==> src/rtl/clk_div_pkg.sv <==
// -----------------------------------------------------------------------------
// clk_div_pkg
// Shared constants and helpers for the clk_div_bank divider bank.
//   DIV_W_DEFAULT : default divisor register width
//   MAX_CH        : largest supported channel count
//   ceil_half(n)  : ceil(n/2); sets how many cycles clk_out stays high in an
//                   n-cycle period
// -----------------------------------------------------------------------------
package clk_div_pkg;

    localparam int DIV_W_DEFAULT = 8;
    localparam int MAX_CH        = 16;

    function automatic int unsigned ceil_half(input int unsigned n);
        return (n + 32'd1) >> 1;
    endfunction

endpackage

==> src/rtl/clk_div_channel.sv <==
// -----------------------------------------------------------------------------
// clk_div_channel
// One divider channel. It counts 0..div_act, so the period is N = div_act+1
// cycles. It emits a strobe on the last cycle of each period and a registered
// near-50% clock. It also holds a shadow divisor that is applied only at a
// period boundary.
//
// Ports:
//   clk      in   system clock
//   rst_n    in   asynchronous active-low reset
//   en       in   run enable (level)
//   wr       in   write strobe already decoded for this channel
//   div_in   in   divisor value being written
//   sync     in   force a new period; ignored as a boundary strobe
//   tick     out  one-cycle strobe on the last cycle of each period
//   clk_out  out  registered divided clock, high for ceil(N/2) cycles
//   pending  out  a written divisor waits for the next boundary
// -----------------------------------------------------------------------------
module clk_div_channel
    import clk_div_pkg::*;
#(
    parameter int DIV_W = DIV_W_DEFAULT
) (
    input  logic             clk,
    input  logic             rst_n,
    input  logic             en,
    input  logic             wr,
    input  logic [DIV_W-1:0] div_in,
    input  logic             sync,
    output logic             tick,
    output logic             clk_out,
    output logic             pending
);

    logic [DIV_W-1:0] cnt_q,      cnt_d;
    logic [DIV_W-1:0] div_act_q,  div_act_d;
    logic [DIV_W-1:0] div_pend_q, div_pend_d;
    logic             pend_q,     pend_d;
    logic             clk_out_q,  clk_out_d;
    logic             boundary;
    logic [DIV_W:0]   half_d;

    assign boundary = (cnt_q == div_act_q);

    // rst_n gates the strobe so that tick reads 0 during reset, as the other
    // outputs do, even while en is high.
    assign tick    = rst_n & en & boundary & ~sync;
    assign clk_out = clk_out_q;
    assign pending = pend_q;

    always_comb begin
        cnt_d      = cnt_q;
        div_act_d  = div_act_q;
        div_pend_d = div_pend_q;
        pend_d     = pend_q;

        // Disable, sync and a natural boundary all start a new period. Each one
        // takes a same-cycle write directly. If there is no write, it commits
        // any shadowed value.
        if (!en || sync || boundary) begin
            cnt_d  = '0;
            pend_d = 1'b0;
            if (wr) begin
                div_act_d = div_in;
            end else if (pend_q) begin
                div_act_d = div_pend_q;
            end
        end else begin
            cnt_d = cnt_q + 1'b1;
            if (wr) begin
                div_pend_d = div_in;
                pend_d     = 1'b1;
            end
        end

        // N = div+1 can reach 2**DIV_W, so the threshold uses one extra bit.
        half_d    = (DIV_W+1)'(ceil_half(32'(div_act_d) + 32'd1));
        clk_out_d = en && ({1'b0, cnt_d} < half_d);
    end

    always_ff @(posedge clk or negedge rst_n) begin
        if (!rst_n) begin
            cnt_q      <= '0;
            div_act_q  <= '0;
            div_pend_q <= '0;
            pend_q     <= 1'b0;
            clk_out_q  <= 1'b0;
        end else begin
            cnt_q      <= cnt_d;
            div_act_q  <= div_act_d;
            div_pend_q <= div_pend_d;
            pend_q     <= pend_d;
            clk_out_q  <= clk_out_d;
        end
    end

endmodule

==> src/rtl/clk_div_bank.sv <==
// -----------------------------------------------------------------------------
// clk_div_bank
// A bank of NUM_CH independent programmable clock-enable generators. Channel i
// divides clk by (div+1). Divisor writes are shadowed until a period boundary.
//
// Optional build macro: CLK_DIV_BANK_SYNC_EN adds the sync_in port. A pulse on
// it restarts every enabled channel at count 0 and commits pending divisors.
//
// Ports:
//   clk      in   system clock
//   rst_n    in   asynchronous active-low reset
//   wr       in   divisor write strobe
//   ch_sel   in   channel addressed by wr; values >= NUM_CH are ignored
//   div_in   in   divisor written (ratio = div_in + 1)
//   en       in   per-channel run enable
//   tick     out  per-channel end-of-period strobe
//   clk_out  out  per-channel registered divided clock
//   pending  out  per-channel shadow-divisor-waiting flag
//   sync_in  in   (CLK_DIV_BANK_SYNC_EN only) phase-align all channels
// -----------------------------------------------------------------------------
module clk_div_bank
    import clk_div_pkg::*;
#(
    parameter int NUM_CH = 4,
    parameter int DIV_W  = DIV_W_DEFAULT,
    parameter int CH_W   = (NUM_CH > 1) ? $clog2(NUM_CH) : 1
) (
    input  logic              clk,
    input  logic              rst_n,
    input  logic              wr,
    input  logic [CH_W-1:0]   ch_sel,
    input  logic [DIV_W-1:0]  div_in,
    input  logic [NUM_CH-1:0] en,
    output logic [NUM_CH-1:0] tick,
    output logic [NUM_CH-1:0] clk_out,
    output logic [NUM_CH-1:0] pending
`ifdef CLK_DIV_BANK_SYNC_EN
    ,
    input  logic              sync_in
`endif
);

    logic [NUM_CH-1:0] wr_ch;
    logic              sync;

`ifdef CLK_DIV_BANK_SYNC_EN
    assign sync = sync_in;
`else
    assign sync = 1'b0;
`endif

    // An out-of-range ch_sel matches no channel, so the write is dropped.
    always_comb begin
        wr_ch = '0;
        for (int i = 0; i < NUM_CH; i++) begin
            wr_ch[i] = wr && (32'(ch_sel) == 32'(i));
        end
    end

    for (genvar g = 0; g < NUM_CH; g++) begin : g_ch
        clk_div_channel #(
            .DIV_W (DIV_W)
        ) u_ch (
            .clk     (clk),
            .rst_n   (rst_n),
            .en      (en[g]),
            .wr      (wr_ch[g]),
            .div_in  (div_in),
            .sync    (sync),
            .tick    (tick[g]),
            .clk_out (clk_out[g]),
            .pending (pending[g])
        );
    end

endmodule

==> config.mk <==
export PLATFORM = sky130hd
export DESIGN_NAME = clk_div_bank
export DESIGN_NICKNAME = d
export VERILOG_FILES = /design/src/rtl/clk_div_pkg.sv /design/src/rtl/clk_div_channel.sv /design/src/rtl/clk_div_bank.sv
export SDC_FILE = /design/constraint.sdc
export NUM_CORES = 1
export LEC_CHECK = 0
export CORE_UTILIZATION = 35
export DETAILED_ROUTE_END_ITERATION = 16
export PLACE_DENSITY = 0.62
export SLEW_MARGIN = 30
export SYNTH_ARGS = -nofsm -noshare
export SYNTH_HDL_FRONTEND = slang
export SYNTH_HIERARCHICAL = 1
export SYNTH_SLANG_ARGS = --single-unit
export TNS_END_PERCENT = 5
==> constraint.sdc <==
create_clock -name clk -period 3.19 [get_ports clk]
set_clock_uncertainty 0.05 [all_clocks]
set_input_delay 0.638 -clock clk [delete_from_list [all_inputs] [get_ports clk]]
set_output_delay 0.638 -clock clk [all_outputs]
set_load 0.01 [all_outputs]
Word-level counts from Yosys, hierarchy flattened
Cells that the tools add are included.
Word-level totals
  register bits: 104
  input port bits: 17
  output and inout port bits: 12
  logic and storage cells: 104
Cells by class
  add/subtract/negate cells: 12
  magnitude comparators: 4
  equal/unequal tests: 7
  muxes and demuxes: 24
  bitwise operators: 12
  reduce and logical (&&, ||, !) cells: 25
Operator list (number)
  8-bit two-way mux: 16
  10-bit by 1-bit adder with 10-bit output (second input constant): 4
  8-bit by 1-bit adder with 9-bit output (second input constant): 4
  8-bit by 9-bit less-than comparator with 1-bit output: 4
  8-bit by 1-bit adder with 8-bit output (second input constant): 4
  8-bit == test: 4
  1-bit bitwise AND: 8
  1-bit logical AND: 8
  1-bit two-way mux: 8
  2-bit AND reduction: 4
  2-bit nonzero test: 4
  2-bit == test (second input constant): 2
  1-bit logical NOT: 4
  1-bit logical OR: 4
  1-bit NOT: 4
  2-bit by 1-bit == test with 1-bit output (second input constant): 1
  2-bit logical NOT: 1

Depth between registers and ports, before layout
Gate-level depths: netlist (run 1).
  word-level depth: 8
  mapped depth: 17
  mapped depth without buffers: 16

Modules after synthesis
Netlist (run 1), hierarchy kept.
By module, submodules not included
  clk_div_channel (g_ch[0].u_ch ...): instances 3, cells an instance 155, area an instance 1567.8 um^2, sequential area each 650.6 um^2
  clk_div_channel (g_ch[1].u_ch): instances 1, cells an instance 155, area an instance 1565.3 um^2, sequential area each 650.6 um^2
  clk_div_bank: instances 1, cells an instance 5, area an instance 41.3 um^2, sequential area each 0.0 um^2

Worst setup path after synthesis (run 1)
Ideal clock, no wire load.
  kind: in2reg
  start: input port ch_sel[1]
  end: register g_ch[1].u_ch.clk_out_q
  library setup time: 0.065 ns
  data arrival time: 3.343 ns
  required time: 3.075 ns
  path slack: -0.268 ns
  stages: 16
  path buffers: 2
  cell sequence: and3b_1 clkbuf_1 clkbuf_1 o21ai_0 and2_1 a21o_1 ha_1 inv_1 xnor2_1 ha_1 a21o_1 a21o_1 a21o_1 a21o_1 a31oi_1 o21a_1
On the way
  longest elaborated chain between the ends: 8
RTL lines
  start, declared: RTL line clk_div_bank.sv:31  | input logic [CH_W-1:0] ch_sel,
  2-bit by 1-bit == test with 1-bit output: RTL line clk_div_bank.sv:56  | wr_ch[i] = wr && (32'(ch_sel) == 32'(i));
  1-bit logical AND: RTL line clk_div_bank.sv:56
  8-bit two-way mux: RTL line clk_div_channel.sv:63  | if (wr) begin
  8-bit two-way mux: RTL line clk_div_channel.sv:60  | if (!en || sync || boundary) begin
  via g_ch[1].u_ch.div_act_d[1]: RTL line clk_div_channel.sv:36  | logic [DIV_W-1:0] div_act_q, div_act_d;
  8-bit by 1-bit adder with 9-bit output: RTL line clk_div_channel.sv:77  | half_d = (DIV_W+1)'(ceil_half(32'(div_act_d) + 32'd1));
  10-bit by 1-bit adder with 10-bit output: RTL line clk_div_pkg.sv:15  | return (n + 32'd1) >> 1;
  8-bit by 9-bit less-than comparator with 1-bit output: RTL line clk_div_channel.sv:78  | clk_out_d = en && ({1'b0, cnt_d} < half_d);
  1-bit logical AND: RTL line clk_div_channel.sv:78
  via g_ch[1].u_ch.clk_out_d: RTL line clk_div_channel.sv:39  | logic clk_out_q, clk_out_d;
  end signal, assigned: RTL line clk_div_channel.sv:93  | clk_out_q <= clk_out_d;
  end, declared: RTL line clk_div_channel.sv:39
The timed path passes the listed nets, and every way through them passes these cells.
A chain may end at the register's enable or synchronous reset.

Worst setup path after layout (run 1)
  start: register g_ch[3].u_ch.div_act_q[3]
  end: register g_ch[3].u_ch.clk_out_q
On the way
  longest elaborated chain between the ends: 7
  elaborated cells on any way between the ends: 10
  classes of those cells: 2 x add/sub; 1 x order compare; 1 x eq/ne; 4 x mux; 2 x reduce/logical
RTL lines
  start, declared: RTL line clk_div_channel.sv:36
  start signal, assigned: RTL line clk_div_channel.sv:90  | div_act_q <= div_act_d;
  8-bit == test: RTL line clk_div_channel.sv:43  | assign boundary = (cnt_q == div_act_q);
  1-bit logical OR: RTL line clk_div_channel.sv:60
  8-bit two-way mux: RTL line clk_div_channel.sv:60
  via g_ch[3].u_ch.div_act_d[2]: RTL line clk_div_channel.sv:36
  8-bit by 1-bit adder with 9-bit output: RTL line clk_div_channel.sv:77
  10-bit by 1-bit adder with 10-bit output: RTL line clk_div_pkg.sv:15
  8-bit by 9-bit less-than comparator with 1-bit output: RTL line clk_div_channel.sv:78
  1-bit logical AND: RTL line clk_div_channel.sv:78
  via g_ch[3].u_ch.clk_out_d: RTL line clk_div_channel.sv:39
  end signal, assigned: RTL line clk_div_channel.sv:93
  end, declared: RTL line clk_div_channel.sv:39
The timed path passes the listed nets, and every way through them passes these cells.

==> results of run 1 <==
[registers in the layout (all words and copies together), names as in the netlist]
register	flops
g_ch.u_ch/div_pend_q	32
g_ch.u_ch/clk_out	4
g_ch.u_ch/pending	4
g_ch.u_ch/div_act_q	32
g_ch.u_ch/cnt_q	32
[worst paths after layout]
kind	endpoint	slack, ns	cells past startpoint
max	g_ch[3].u_ch/clk_out	-0.04	15
max reg2reg	g_ch[3].u_ch/clk_out	-0.04	15
min reg2reg	g_ch[3].u_ch/div_pend_q[1]	0.45	1
min in group clk	g_ch[3].u_ch/div_pend_q[1]	0.45	1
min	g_ch[1].u_ch/cnt_q[4]	0.09	1
max in group asynchronous	g_ch[1].u_ch/div_act_q[2]	2.29	2
[report_power, final]
part	internal, W	leakage (nW)	total [W]	switching (W)
combinational	0.000738	2.53	0.00140	0.000665
clock	0.000650	0.150	0.00115	0.000496
sequential	0.00153	1.32	0.00170	0.000169
[Yosys cell counts (all sizes together)]
cell type  count
nor3           4
a311oi         4
buf            8
a2111oi        4
a21oi          8
o211a          4
and4           8
a211oi         8
dfrtp        104
a21o          20
nand4         24
a22oi         16
inv           24
nor3b          1
o22ai          4
nand3         20
a22o           4
mux2          32
a31oi         12
and2          16
xnor2         64
nor2b         12
nand2         48
conb           1
o21ai         36
a2bb2oi        4
ha            36
o2bb2ai        4
and3b          2
clkbuf        12
o21a           8
nand3b         4
or3            4
mux2i         12
xor2          12
and3           9
nor2          32
[worst register-to-register path: cells and delay by family (launching register included)]
kind                     cells  cell delay (ns)
buffers and inverters        2             0.26
adder cells (fa/ha/maj)      2             0.53
AO/OA/AOI/OAI                8             1.40
XOR/XNOR                     2             0.31
AND/OR/NAND/NOR              1             0.21
flip-flops                   1             0.42
[kinds of logic after synthesis]
kind of cell | Yosys count | synth area share (%)
and+or+nand+nor | 184 | 15.19
AOI/OAI and AO/OA | 136 | 15.31
DFF | 104 | 41.25
xor gates and xnor gates | 76 | 10.55
muxes | 44 | 7.615
buffers and inverters | 44 | 2.895
adders and majority gates | 36 | 7.139
other | 1 | 0.05943
[routing by layer]
metal	wire length, µm	track usage [%]	vias to the layer above
li1	-	-	2633
met1	7821	25.29	2709
met2	8569	32.77	111
met3	547	1.752	28
met4	389	7.346	0
met5	0	0	-
[metrics by stage]
step | util [%] | setup TNS (ns)
detailed placement | 45.22 | -2.396
finish | 49.76 | -0.04429
floorplan | - | -0.01179
global route | 49.76 | -0.3829
global placement | 45.22 | -1.943
CTS | 48.02 | 0
[cell type report]
class | count | area (µm²)
inverter | 24 | 95.09
sequential | 104 | 2606
multi-input combinational | 480 | 3829
tap | 225 | 281.5
fill | 1546 | 8780
clock inverter | 3 | 40.04
timing repair buffer | 197 | 1585
clock buffer | 13 | 260.3
[what timing repair did]
action / 4_1_cts / 5_1_grt
pin swaps: 13 / 66
setup endpoints to repair: 4 / 4
resized for setup: 39 / 42
buffers inserted: 5 / 17
hold buffers: 0 / 0
cloned: 1 / 0
==> results.py, run 1 <==
metrics = {
    "outcome": {
        "outcome": "finished with violations",
        "failed_checks": "setup timing",
    },
    "sta": {
        "fmax_mhz": 309.2,
        "setup_viol": 1,
        "drv_slew": 0,
        "fin_crit_sh_pct": 101.4,
        "fin_crit_ns": 3.234,
        "final_hold_viol_count": 0,
        "hold_slack_ns": 0.09311,
        "setup_ws_ns": -0.04429,
        "rsz0062_at_grt": "true",
    },
    "critical_path": {
        "slowest_stage": "dfrtp_1",
        "crit_family": "compound AO/OA/AOI/OAI gates",
        "required_ns": 3.43,
        "crit_type": "reg -> reg",
        "cp_cell_sequence": "xnor2_1 > nand4_1 > buf_4 > o21a_4 > o21ai_2 > ha_2 > inv_4 > xnor2_2 > ha_1 > a21o_1 > a21o_1 > a21o_1 > a21o_1 > a31oi_1 > o21a_1",
        "startpoint_type": "flip-flop",
        "max_stage_delay_ns": 0.42,
        "r2r-start": "g_ch[3].u_ch/div_act_q[3]",
        "crit_arrival_ns": 3.48,
        "crit_buf_inv": 2,
        "crit_top_cell": "a21o_1",
        "critPathLaunch": "g_ch[3].u_ch/div_act_q[3]",
        "cp_max_fo": 3,
        "cp-end-kind": "flip-flop",
    },
    "floorplanning": {
        "core_area_mm2": 0.01748,
        "ios": 29,
        "rows": 48,
        "die_area_mm2": 0.01857,
        "die_h_um": 136.3,
        "die_x_um": 136.3,
        "start_util_pct": 36.10,
    },
    "yosys": {
        "synth_top_cell_area_share_pct": 41.25,
        "syn_avg_cell_area_um2": 10.10,
        "synth_seq_cells": 104,
        "ys_seq_area_share_pct": 41.25,
        "syn_inst": 625,
        "ys_warn_count": 6,
        "synth_area_leaders": "dfrtp_1, xnor2_1, ha_1, mux2_2, nand2_1",
        "yosysTopAreaCell": "dfrtp_1",
        "syn_area_mm2": 0.006310,
        "synth.distinct_cells": 42,
    },
    "global_route": {
        "gr-total-overflow": 0,
        "grt_pass1_vias": 5697,
        "grt_pass1_wl_mm": 27.83,
        "grt_max_degree": 31,
        "gr-usage-all-layers_pct": 19.29,
        "antenna_found_initial": 0,
    },
    "route": {
        "vias": 5481,
        "wl_per_cell_um": 16.57,
        "final_antenna_net_count": 0,
        "dr.pass1.iters": 5,
        "drc_errors": 0,
        "viasPerCell": 5.240,
        "routed_wl_mm": 17.33,
        "drt_iter0_drc": 224,
    },
    "pwr": {
        "vdd_ir_drop_max_uv": 259.1,
        "power_density_mw_per_mm2": 488.8,
        "power.total_w": 0.004251,
        "leakagePower_nw": 4.004,
    },
    "final_layout": {
        "antenna_cells": 0,
        "area_growth_pct": 37.83,
        "final_cell_mix": "buf_4, dfrtp_1, xnor2_1",
        "drive_gt1_share_pct": 31.79,
        "fin_area_mm2": 0.008697,
        "stdcell_count": 1046,
        "layout_commonest_cell": "buf_4",
        "nets": 869,
    },
    "placed_design": {
        "gp_congestion": 0.9130,
        "preCtsSetupSlack_ns": -0.6354,
        "io_buffer_count": 28,
        "place_hpwl_mm": 12.97,
        "dp.cells": 1007,
        "placed_cell_area_mm2": 0.007903,
    },
    "clocking": {
        "cts-root-buf": "clkbuf_16",
        "cts_max_path_buffers": 2,
        "clk_latency_ns": 0.35,
        "cts_htree_levels": 3,
        "cts_buffers": 9,
        "path_clk_slew_ns": 0.07,
        "clock_sinks": 104,
        "cts_tree": "done",
    },
    "run": {
        "max_cap_violations": 0,
    },
    "hold_path": {
        "hp-class": "in -> async",
    },
}
Power figures use the tool's default switching activity.
==> inputs of run 2 (changes only) <==
CORE_UTILIZATION = 58   (was 35)
DONT_BUFFER_PORTS = 1   (was unset)
PLACE_DENSITY = 0.85   (was 0.62)
SKIP_LAST_GASP = 1   (was unset)
==> results.py, run 2 (same netlist as run 1, synthesis figures left out) <==
metrics = {
    "outcome": {
        "outcome": "finished with violations",
        "failed_checks": "setup timing",
    },
    "final_layout": {
        "area_growth_pct": 20.52,
        "nets": 782,
        "final_cell_mix": "buf_4, dfrtp_1, xnor2_1",
        "reg_top3": "g_ch.u_ch/cnt_q (32), g_ch.u_ch/div_act_q (32), g_ch.u_ch/div_pend_q (32)",
        "antenna_cells": 0,
        "drive_gt1_share_pct": 25.51,
        "layout_commonest_cell": "buf_4",
        "fin_area_mm2": 0.007605,
    },
    "critical_path": {
        "cp_max_fo": 7,
        "rr_worst_depth": 15,
        "r2r-start": "g_ch[0].u_ch/div_act_q[4]",
        "r2r-end": "g_ch[0].u_ch/clk_out",
        "startpoint_type": "flip-flop",
        "reg2reg_slack_ns": -0.08,
        "cp-end-kind": "flip-flop",
        "required_ns": 3.48,
        "crit_arrival_ns": 3.56,
        "crit_type": "reg -> reg",
    },
    "pwr": {
        "power.total_w": 0.003722,
        "power_density_mw_per_mm2": 489.4,
        "power.internal_w": 0.002438,
        "switching_share_pct": 34.49,
        "vdd_ir_drop_max_uv": 397.7,
        "leakagePower_nw": 3.494,
        "combPwrFrac_pct": 32.7,
        "p_seq_share_pct": 46.3,
        "clockPowerShare_pct": 21.1,
        "power_switching_w": 0.001284,
    },
    "sta": {
        "drv_slew": 0,
        "fin_crit_sh_pct": 102.5,
        "final_hold_viol_count": 0,
        "rsz0062_at_grt": "true",
        "fin_crit_ns": 3.269,
        "setup_ws_ns": -0.07923,
        "setup_viol": 4,
        "fmax_mhz": 305.9,
    },
    "placed_design": {
        "gp_congestion": 0.9355,
        "io_buffer_count": 0,
        "placed_cell_area_mm2": 0.006973,
        "preCtsSetupSlack_ns": -0.2375,
        "place_hpwl_mm": 11.59,
    },
    "clocking": {
        "clk_latency_ns": 0.40,
        "cts_tree": "done",
        "cts_buffers": 9,
        "clock_sinks": 104,
        "cts_htree_levels": 3,
        "path_clk_slew_ns": 0.11,
        "cts_max_path_buffers": 2,
        "cts-root-buf": "clkbuf_8",
    },
    "run": {
        "max_cap_violations": 0,
    },
    "route": {
        "final_antenna_net_count": 0,
        "drc_errors": 0,
        "viasPerCell": 6.259,
        "wl_per_cell_um": 19.44,
        "vias": 5439,
        "drt_iter0_drc": 358,
        "dr.pass1.iters": 5,
        "routed_wl_mm": 16.90,
    },
    "global_route": {
        "grt_pass1_vias": 5490,
        "gr-total-overflow": 0,
        "grt_max_degree": 105,
        "grt_pass1_wl_mm": 26.52,
        "gr-usage-all-layers_pct": 30.38,
        "antenna_found_initial": 0,
    },
    "floorplanning": {
        "start_util_pct": 60.58,
        "rows": 37,
        "ios": 29,
        "core_area_mm2": 0.01042,
        "die_h_um": 106.3,
        "die_x_um": 106.3,
        "die_area_mm2": 0.01130,
    },
    "hold_path": {
        "hp-class": "in -> async",
    },
}
-- run 2: changes by cell type in the layout (fill, tap and decap cells not counted), moves of 6 or more --
cell             previous run  this run
buf_4                     164       108
clkbuf_16                   9         0
clkbuf_8                    2         9
clkdlybuf4s50_1            24         0
o21ai_0                     2        12
o21ai_1                    20        14
-- run 2: timing repair --
item,in CTS,in global routing
endpoints found under the setup margin,4,4
resized for setup,19,18
buffers inserted,15,20
endpoints found under the hold margin,104,0
hold buffers,1,0
pin swaps,24,21
-- run 2: per-stage QoR --
step	util, %	instances	hold slack (ns)	setup TNS [ns]
after floorplan	-	628	0.2924	-0.01179
after global placement	66.94	818	0.2953	-0.1129
after detailed placement	66.94	818	0.2949	-0.6294
after CTS	70.69	849	0.1362	-0.02832
after global routing	73.01	869	0.1501	-0.8603
final	73.01	869	0.1403	-0.2351
-- run 2: how the worst max path moves through the flow --
stage                         startpoint                    to  slack (ns)
2_1_floorplan                         wr  g_ch[2].u_ch/clk_out      -0.008
3_5_place_dp                   ch_sel[0]  g_ch[2].u_ch/clk_out       -0.24
6_report       g_ch[0].u_ch/div_act_q[4]  g_ch[0].u_ch/clk_out       -0.08
4_1_cts        g_ch[0].u_ch/div_act_q[4]  g_ch[0].u_ch/clk_out       -0.01
3_3_place_gp                   ch_sel[0]  g_ch[0].u_ch/clk_out       -0.08
5_1_grt            g_ch[2].u_ch/cnt_q[4]  g_ch[2].u_ch/clk_out       -0.22
-- run 2: final cells by class --
cell class / instances / area, µm²
clock buffers: 9 / 123.9
clock inverters: 6 / 53.80
fillers: 695 / 2811
inverters: 24 / 90.09
multi-input cells: 480 / 3699
flip-flops and latches: 104 / 2610
well taps: 136 / 170.2
repair buffers: 110 / 858.3
-- run 2: worst max-delay path: stages, from the launching register on --
cell,delay (ns)
dfrtp_1,0.45
xnor2_2,0.16
nand4_1,0.20
buf_4,0.20
o21a_2,0.27
o21ai_2,0.16
ha_1,0.18
inv_2,0.06
xnor2_2,0.15
ha_1,0.32
a21o_1,0.16
a21o_1,0.17
a21o_1,0.18
a21o_1,0.17
a31oi_1,0.16
o21a_1,0.16
-- run 2: routing by layer --
metal,global-route usage [%],part of all wire [%],routed length (µm)
met1,38.40,41,6868
met2,50.88,50,8382
met3,7.419,7.4,1258
met4,10.32,2.3,387
met5,0,0,0
-- run 2: power by group through the flow --
stage | clock (W) | combinational [W] | sequential [W]
2_1_floorplan | 0 | 0.000687 | 0.00169
3_3_place_gp | 0 | 0.000928 | 0.00173
3_5_place_dp | 0 | 0.000982 | 0.00174
4_1_cts | 0.000806 | 0.00109 | 0.00171
5_1_grt | 0.000859 | 0.00132 | 0.00174
6_report | 0.000784 | 0.00122 | 0.00172
